===== src/rtl/alu_arbiter_if.sv =====
// Bundle between the two requesters, the arbiter and the shared 6-bit ALU.
// master = requesters plus the ALU instance; slave = the arbiter.
interface alu_arbiter_if;
  logic       req0, req1;
  logic [5:0] x0, y0, x1, y1;
  logic [2:0] fxn0, fxn1;
  logic       ack0, ack1, done0, done1;
  logic [5:0] out;
  logic       carry, over, agteqb, busy;
  logic [5:0] alu_x, alu_y;
  logic [2:0] alu_fxn;
  logic [5:0] alu_out;
  logic       alu_carry, alu_over, alu_agteqb;

  modport master (
    output req0, req1, x0, y0, x1, y1, fxn0, fxn1,
    output alu_out, alu_carry, alu_over, alu_agteqb,
    input  ack0, ack1, done0, done1, out, carry, over, agteqb, busy,
    input  alu_x, alu_y, alu_fxn
  );

  modport slave (
    input  req0, req1, x0, y0, x1, y1, fxn0, fxn1,
    input  alu_out, alu_carry, alu_over, alu_agteqb,
    output ack0, ack1, done0, done1, out, carry, over, agteqb, busy,
    output alu_x, alu_y, alu_fxn
  );
endinterface


===== src/rtl/alu_arbiter.sv =====
// Round-robin arbiter sharing one combinational ALU between two requesters.
// IDLE -> EXEC -> RESP sequence; one operation every three cycles.
module alu_arbiter (
  input  logic          clk,
  input  logic          rst,
  alu_arbiter_if.slave  bus
);
  typedef enum logic [1:0] {IDLE, EXEC, RESP} state_t;

  state_t     state, state_nxt;
  logic       gnt, ptr, sel;
  logic       grant, capture, finish;
  logic       ack0, ack1, done0, done1;
  logic [5:0] out, alu_x, alu_y;
  logic [2:0] alu_fxn;
  logic       carry, over, agteqb;

  always_ff @(posedge clk or posedge rst) begin
    if (rst) state <= IDLE;
    else     state <= state_nxt;
  end

  // ptr only breaks ties; a lone request wins regardless of ptr.
  always_comb begin
    state_nxt = state;
    grant     = 1'b0;
    capture   = 1'b0;
    finish    = 1'b0;
    sel       = (bus.req0 && bus.req1) ? ptr : bus.req1;
    case (state)
      IDLE: if (bus.req0 || bus.req1) begin
        grant     = 1'b1;
        state_nxt = EXEC;
      end
      EXEC: begin
        capture   = 1'b1;
        state_nxt = RESP;
      end
      RESP: begin
        finish    = 1'b1;
        state_nxt = IDLE;
      end
      default: state_nxt = IDLE;
    endcase
  end

  always_ff @(posedge clk or posedge rst) begin
    if (rst) begin
      gnt     <= 1'b0;
      ptr     <= 1'b0;
      ack0    <= 1'b0;
      ack1    <= 1'b0;
      done0   <= 1'b0;
      done1   <= 1'b0;
      alu_x   <= '0;
      alu_y   <= '0;
      alu_fxn <= '0;
      out     <= '0;
      carry   <= 1'b0;
      over    <= 1'b0;
      agteqb  <= 1'b0;
    end else begin
      ack0  <= grant && !sel;
      ack1  <= grant && sel;
      done0 <= capture && !gnt;
      done1 <= capture && gnt;
      if (grant) begin
        gnt     <= sel;
        alu_x   <= sel ? bus.x1   : bus.x0;
        alu_y   <= sel ? bus.y1   : bus.y0;
        alu_fxn <= sel ? bus.fxn1 : bus.fxn0;
      end
      if (capture) begin
        out    <= bus.alu_out;
        carry  <= bus.alu_carry;
        over   <= bus.alu_over;
        agteqb <= bus.alu_agteqb;
      end
      if (finish) ptr <= ~gnt;
    end
  end

  assign bus.ack0    = ack0;
  assign bus.ack1    = ack1;
  assign bus.done0   = done0;
  assign bus.done1   = done1;
  assign bus.out     = out;
  assign bus.carry   = carry;
  assign bus.over    = over;
  assign bus.agteqb  = agteqb;
  assign bus.busy    = (state != IDLE);
  assign bus.alu_x   = alu_x;
  assign bus.alu_y   = alu_y;
  assign bus.alu_fxn = alu_fxn;
endmodule

===== src/flat_wrapper.sv =====
// flat-port wrapper written by rule: the top's interface ports become plain ports
module alu_arbiter_flat 
  (clk, rst, bus_req0, bus_req1, bus_x0, bus_y0, bus_x1, bus_y1, bus_fxn0, bus_fxn1, bus_alu_out, bus_alu_carry, bus_alu_over, bus_alu_agteqb, bus_ack0, bus_ack1, bus_done0, bus_done1, bus_out, bus_carry, bus_over, bus_agteqb, bus_busy, bus_alu_x, bus_alu_y, bus_alu_fxn);
  alu_arbiter_if bus_i ();
  input  logic clk;
  input  logic rst;
  input wire logic [$bits(bus_i.req0)-1:0] bus_req0;
  input wire logic [$bits(bus_i.req1)-1:0] bus_req1;
  input wire logic [$bits(bus_i.x0)-1:0] bus_x0;
  input wire logic [$bits(bus_i.y0)-1:0] bus_y0;
  input wire logic [$bits(bus_i.x1)-1:0] bus_x1;
  input wire logic [$bits(bus_i.y1)-1:0] bus_y1;
  input wire logic [$bits(bus_i.fxn0)-1:0] bus_fxn0;
  input wire logic [$bits(bus_i.fxn1)-1:0] bus_fxn1;
  input wire logic [$bits(bus_i.alu_out)-1:0] bus_alu_out;
  input wire logic [$bits(bus_i.alu_carry)-1:0] bus_alu_carry;
  input wire logic [$bits(bus_i.alu_over)-1:0] bus_alu_over;
  input wire logic [$bits(bus_i.alu_agteqb)-1:0] bus_alu_agteqb;
  output wire logic [$bits(bus_i.ack0)-1:0] bus_ack0;
  output wire logic [$bits(bus_i.ack1)-1:0] bus_ack1;
  output wire logic [$bits(bus_i.done0)-1:0] bus_done0;
  output wire logic [$bits(bus_i.done1)-1:0] bus_done1;
  output wire logic [$bits(bus_i.out)-1:0] bus_out;
  output wire logic [$bits(bus_i.carry)-1:0] bus_carry;
  output wire logic [$bits(bus_i.over)-1:0] bus_over;
  output wire logic [$bits(bus_i.agteqb)-1:0] bus_agteqb;
  output wire logic [$bits(bus_i.busy)-1:0] bus_busy;
  output wire logic [$bits(bus_i.alu_x)-1:0] bus_alu_x;
  output wire logic [$bits(bus_i.alu_y)-1:0] bus_alu_y;
  output wire logic [$bits(bus_i.alu_fxn)-1:0] bus_alu_fxn;
  assign bus_i.req0 = bus_req0;
  assign bus_i.req1 = bus_req1;
  assign bus_i.x0 = bus_x0;
  assign bus_i.y0 = bus_y0;
  assign bus_i.x1 = bus_x1;
  assign bus_i.y1 = bus_y1;
  assign bus_i.fxn0 = bus_fxn0;
  assign bus_i.fxn1 = bus_fxn1;
  assign bus_i.alu_out = bus_alu_out;
  assign bus_i.alu_carry = bus_alu_carry;
  assign bus_i.alu_over = bus_alu_over;
  assign bus_i.alu_agteqb = bus_alu_agteqb;
  assign bus_ack0 = bus_i.ack0;
  assign bus_ack1 = bus_i.ack1;
  assign bus_done0 = bus_i.done0;
  assign bus_done1 = bus_i.done1;
  assign bus_out = bus_i.out;
  assign bus_carry = bus_i.carry;
  assign bus_over = bus_i.over;
  assign bus_agteqb = bus_i.agteqb;
  assign bus_busy = bus_i.busy;
  assign bus_alu_x = bus_i.alu_x;
  assign bus_alu_y = bus_i.alu_y;
  assign bus_alu_fxn = bus_i.alu_fxn;
  alu_arbiter u_core (.clk(clk), .rst(rst), .bus(bus_i));
endmodule

===== config.mk =====
export PLATFORM = sky130hd
export DESIGN_NAME = alu_arbiter_flat
export DESIGN_NICKNAME = d
export VERILOG_FILES = /design/src/rtl/alu_arbiter_if.sv /design/src/rtl/alu_arbiter.sv /design/src/flat_wrapper.sv
export SDC_FILE = /design/constraint.sdc
export NUM_CORES = 1
export LEC_CHECK = 0
export ABC_CLOCK_PERIOD_IN_PS = 1400
export BUFFER_PORTS_ARGS = -buffer_cell sky130_fd_sc_hd__buf_4
export CORE_MARGIN = 1
export CORE_UTILIZATION = 39
export CTS_CLUSTER_DIAMETER = 60
export DETAILED_ROUTE_END_ITERATION = 8
export GPL_ROUTABILITY_DRIVEN = 0
export PLACE_DENSITY = 0.77
export REMOVE_ABC_BUFFERS = 1
export SYNTH_ARGS = -nofsm -noshare
export SYNTH_HDL_FRONTEND = slang
export SYNTH_SLANG_ARGS = --single-unit

===== constraint.sdc =====
create_clock -name clk -period 1.4 [get_ports clk]
set_clock_uncertainty 0.1 [all_clocks]
set_input_delay 0.14 -clock clk [delete_from_list [all_inputs] [get_ports clk]]
set_output_delay 0.14 -clock clk [all_outputs]
set_load 0.01 [all_outputs]

* Yosys cells after proc, flatten, opt, wreduce, memory -nomap -nowiden
Cells that the tools add are included.
** Operators by class
- Bitwise gates (word level) :: 1
- Reductions and logical operators :: 10
- Multiplexer cells :: 10
- Eq/ne operators :: 3
** Operators by type and width (count)
- $mux W6 :: 2
- $logic_and A1 B1 Y1 :: 5
- $mux W1 :: 5
- $pmux W2 S2 :: 1
- $mux W3 :: 1
- $eq A2 B1 Y1 const B :: 1
- $eq A2 B2 Y1 const B :: 1
- $logic_not A1 Y1 :: 2
- $logic_not A2 Y1 :: 1
- $mux W2 :: 1
- $ne A2 B1 Y1 const B :: 1
- $reduce_bool A2 Y1 :: 1
- $logic_or A1 B1 Y1 :: 1
- $not A1 Y1 :: 1
** Storage, ports and cells
- Logic and storage cells :: 38
- Flip-flop bits (word level) :: 32
- Output and inout port bits :: 29
- Input bits :: 43

* Longest topological paths before layout
- Word-level depth :: 4
- Gate-level depth with buffers :: 5
- Gate-level depth less buffers :: 3

* Least setup slack after synthesis
Ideal clock, no wire load.
- Path kind :: reg2reg
- Start :: reg u_core.ptr
- End :: reg u_core.alu_fxn[0] (netlist: u_core.bus.alu_fxn[0])
- Setup slack :: -0.023 ns
- Stages on the path, launching flop included :: 6
- Buffers on the path :: 2
- Clock period less this slack :: 1.423 ns
- Data arrival time :: 1.197 ns
- Setup time :: 0.126 ns
- Cell sequence :: dfrtp_1 -> nand2b_4 -> and3_1 -> buf_6 -> buf_8 -> a221o_1
** On the way
- Cells in the longest elaborated chain, start to end :: 2
** Ends and longest elaborated chain
- start: declaration :: RTL line alu_arbiter.sv:11 : logic gnt, ptr, sel;
- start signal: assignment :: RTL line alu_arbiter.sv:79 : if (finish) ptr <= ~gnt;
- $mux W1 :: RTL line alu_arbiter.sv:29 : sel = (bus.req0 && bus.req1) ? ptr : bus.req1;
- $mux W3 :: RTL line alu_arbiter.sv:71 : alu_fxn <= sel ? bus.fxn1 : bus.fxn0;
- end signal: assignment :: RTL line alu_arbiter.sv:71
- end: declaration :: RTL line alu_arbiter.sv:15 : logic [2:0] alu_fxn;
Every way passes these cells.
A chain may end at the register's enable or synchronous reset.

* Worst setup path in the final report
- Start :: reg u_core.state[0]
- End :: reg u_core.alu_fxn[2] (netlist: u_core.bus.alu_fxn[2])
** On the way
- Cells in the longest elaborated chain, start to end :: 2
** Ends and longest elaborated chain
- start: declaration :: RTL line alu_arbiter.sv:10 : state_t state, state_nxt;
- start signal: assignment :: RTL line alu_arbiter.sv:20 : else state <= state_nxt;
- $logic_not A2 Y1 :: RTL line alu_arbiter.sv:30 : case (state)
- $mux W1 :: RTL line alu_arbiter.sv:30
Every way passes these cells.

==> results.toml <==
[run_status]
status = "finished, violations left"
violations = "negative setup slack"

[power]
power_frac_clock = 0.117
share_seq_of_total_power = 0.346
comb_power_share = 0.537
power.density_nw_per_um2 = 2018
net-switching-power_uw = 1645
p_int_uw = 3118
swShare = 0.3453
p_leak_uw = 0.001208
peakVddDrop_v = 0.001017

[yosys]
synth.top_cell.area_share = 0.6078
netlist-cell-type-count = 20
yosysWarnings = 0
synthTopCellsByArea = "dfrtp_1, a221o_1, mux2_2"
synth_area_leader_cell = "dfrtp_1"
yosys.area_share.xor_xnor = 0
synth_top_family_by_area = "compound AO/OA/AOI/OAI gates"
ys_seq_area_frac = 0.6078
synth_simple_gate_area_frac = 0.1149
synthMuxAreaShare = 0.07692
synth_compound_area_frac = 0.1425
syn_avg_cell_area_um2 = 13.87
synthAdderAreaFrac = 0
synth_seq_cells = 32
netlist_area_um2 = 1318
synthCells = 95

[cells_and_area]
multi_input_area_um2 = 476.7
fillCellCount = 191
layout_common_cells = "buf_4, dfrtp_1, dlygate4sd3_1, a221o_1, mux2_2"
fin_util = 0.7544
seqCellArea_um2 = 800.8
drive_above_1_share = 0.5714
syn_to_final_growth_pct = 79.11
final_common_cell = "buf_4"
final_cell_count_no_fill = 254
diodes = 0
finalNetCount = 252

[setup_path]
rrSetupSlack_ns = -0.03
ff2ff_path_depth = 4
crit_type = "reg2reg"
rr_endpoint = "u_core.bus.alu_fxn[2]$_DFFE_PP0P_"
r2r_start = "u_core.state[0]$_DFFE_PP0P_"
required_ns = 1.53
critPathArrivalTime_ns = 1.56
worstPathMaxFanout = 8
startpoint_type = "flip-flop"
critPathCaptureType = "flip-flop"

[placed_design]
dpl.hpwl_mm = 2.534
port_buffers = 71
dp_cells = 217

[detailed_routing]
drt-initial-drc-count = 106
avgViaCountPerCell = 5.110
routedWlPerCell_um = 15.97
finalWirelength_mm = 4.057
remaining_drc_errors = 0
vias = 1298
ant_nets = 0
first_pass_iters = 4

[grt]
grt_max_degree = 33
grt-ovfl-total = 0
antenna_found_initial = 0
gr-usage-all-layers = 0.2384
grt_pass1_vias = 1375
grt_pass1_wl_mm = 6.072

[timing]
finalSetupViolations = 15
max_freq_ghz = 0.6994
fin_ws_ns = -0.02985
slew_headroom = 0.7325
worst_slew_pin_slew_ns = 0.4013
finalCritPeriodShare = 1.021
hold_slack_ns = 0.01618
hold_viol = 0
slew_viol_final = 0
rsz0062_at_grt = "yes"
tns_ns = -0.2602
finalCriticalPeriod_ns = 1.430

[clock_network]
cts.sinks = 32
clock_latency_ns = 0.34
clkTransAtPathRegs_ns = 0.10
clk_path_buf_depth = 2
cts_tree = "done"
cts.htree.levels = 2
cts_root_buf = "clkbuf_4"
numCtsBuffers = 5

[floorplan]
core_um2 = 3128
start_util = 0.4212
die_area_um2 = 3614
die-height_um = 60.12
io_pins = 72
die_w_um = 60.12
rows = 20

[min_path]
holdPathStages = 3
whs_endpoint = "u_core.bus.alu_y[0]$_DFFE_PP0P_"
hold_path_class = "in2reg"
hp-start = "bus_y0[0]"

[flow_run]
drv_cap = 0
## layer usage
layer,part of all wire,wire length [um],GRT usage,up-vias
met5,0,0,0,-
met4,0.025,102,0.1262,0
met3,0.099,400,0.05844,14
met2,0.51,2080,0.4474,89
met1,0.36,1475,0.2366,609
li1,-,-,-,586
## stage by stage
| stage | power [uW] | cell area [um^2] | setup slack [ns] |
|---|---|---|---|
| finish | 4763 | 2360 | -0.02985 |
| global route | 5066 | 2360 | -0.07702 |
| CTS | 4647 | 2323 | -0.02377 |
| detailed placement | 3895 | 1974 | -0.04836 |
| global placement | 3793 | 1974 | 0.04198 |
| floorplan | 2636 | 1264 | -0.03524 |
## power by group through the flow
stage,sequential (uW),combinational (uW),clock [uW]
after floorplan,1800,841,0
after global placement,1630,2170,0
after detailed placement,1660,2240,0
after CTS,1640,2430,571
after global routing,1710,2740,619
final,1650,2560,559
## flip-flops by register name, indices dropped and copies added (netlist names), 2 cells and up
name                flops
u_core.bus.alu_fxn      3
u_core.bus.alu_x        6
u_core.bus.alu_y        6
u_core.bus.out          6
u_core.state            2
## cells by family (layout without fill, tap and decap cells)
kind of cell / after synthesis / after routing
AOI/OAI and AO/OA: 20 / 21
and+or+nand+nor: 22 / 22
buffers and inverters: 12 / 126
muxes: 9 / 9
DFF: 32 / 32
## how the worst max path moves through the flow
stage,to,cells past startpoint,from,slack [ns]
3_3_place_gp,u_core.bus.alu_x[4]$_DFFE_PP0P_,4,u_core.ptr$_DFFE_PP0N_,0.04
6_report,u_core.bus.alu_fxn[2]$_DFFE_PP0P_,4,u_core.state[0]$_DFFE_PP0P_,-0.03
5_1_grt,bus_busy,4,u_core.state[0]$_DFFE_PP0P_,-0.08
3_5_place_dp,u_core.bus.alu_x[4]$_DFFE_PP0P_,3,u_core.state[0]$_DFFE_PP0P_,-0.05
2_1_floorplan,u_core.bus.alu_fxn[0]$_DFFE_PP0P_,3,u_core.state[0]$_DFFE_PP0P_,-0.04
4_1_cts,u_core.bus.alu_x[4]$_DFFE_PP0P_,3,u_core.state[1]$_DFFE_PP0P_,-0.02
## critical path, cell delays in order, from the launching register on
cell and delay [ns]:
dfrtp_1 0.43, nor2_4 0.17, buf_4 0.16, o21ai_4 0.09, a221o_1 0.37
## cell usage after synthesis
master,n
buf_8,1
dlymetal6s2s_1,1
o31ai_1,1
and2_1,1
nand2_1,1
nor2_4,1
and3_2,7
nand2b_4,1
o21ai_2,1
buf_2,3
mux2_2,9
nor2_1,2
and3_1,9
a21boi_2,1
a21oi_1,1
a221o_1,15
o21ai_0,1
dfrtp_1,32
buf_6,1
inv_1,6
## area by class of cell
class	count	area share
well taps	44	0.02333
multi-input cells	52	0.2020
clock buffers	6	0.02174
inverters	6	0.009544
clock inverters	2	0.004242
flip-flops and latches	32	0.3393
repair buffers	112	0.3998
## what timing repair did
action,4_1_cts,5_1_grt
cloned,0,1
resized for setup,7,4
hold buffers,25,0
endpoints found under the hold margin,56,0
buffers inserted,2,2
pin swaps,3,3
endpoints found under the setup margin,17,16
No activity file was read; power rests on OpenSTA's default activity.
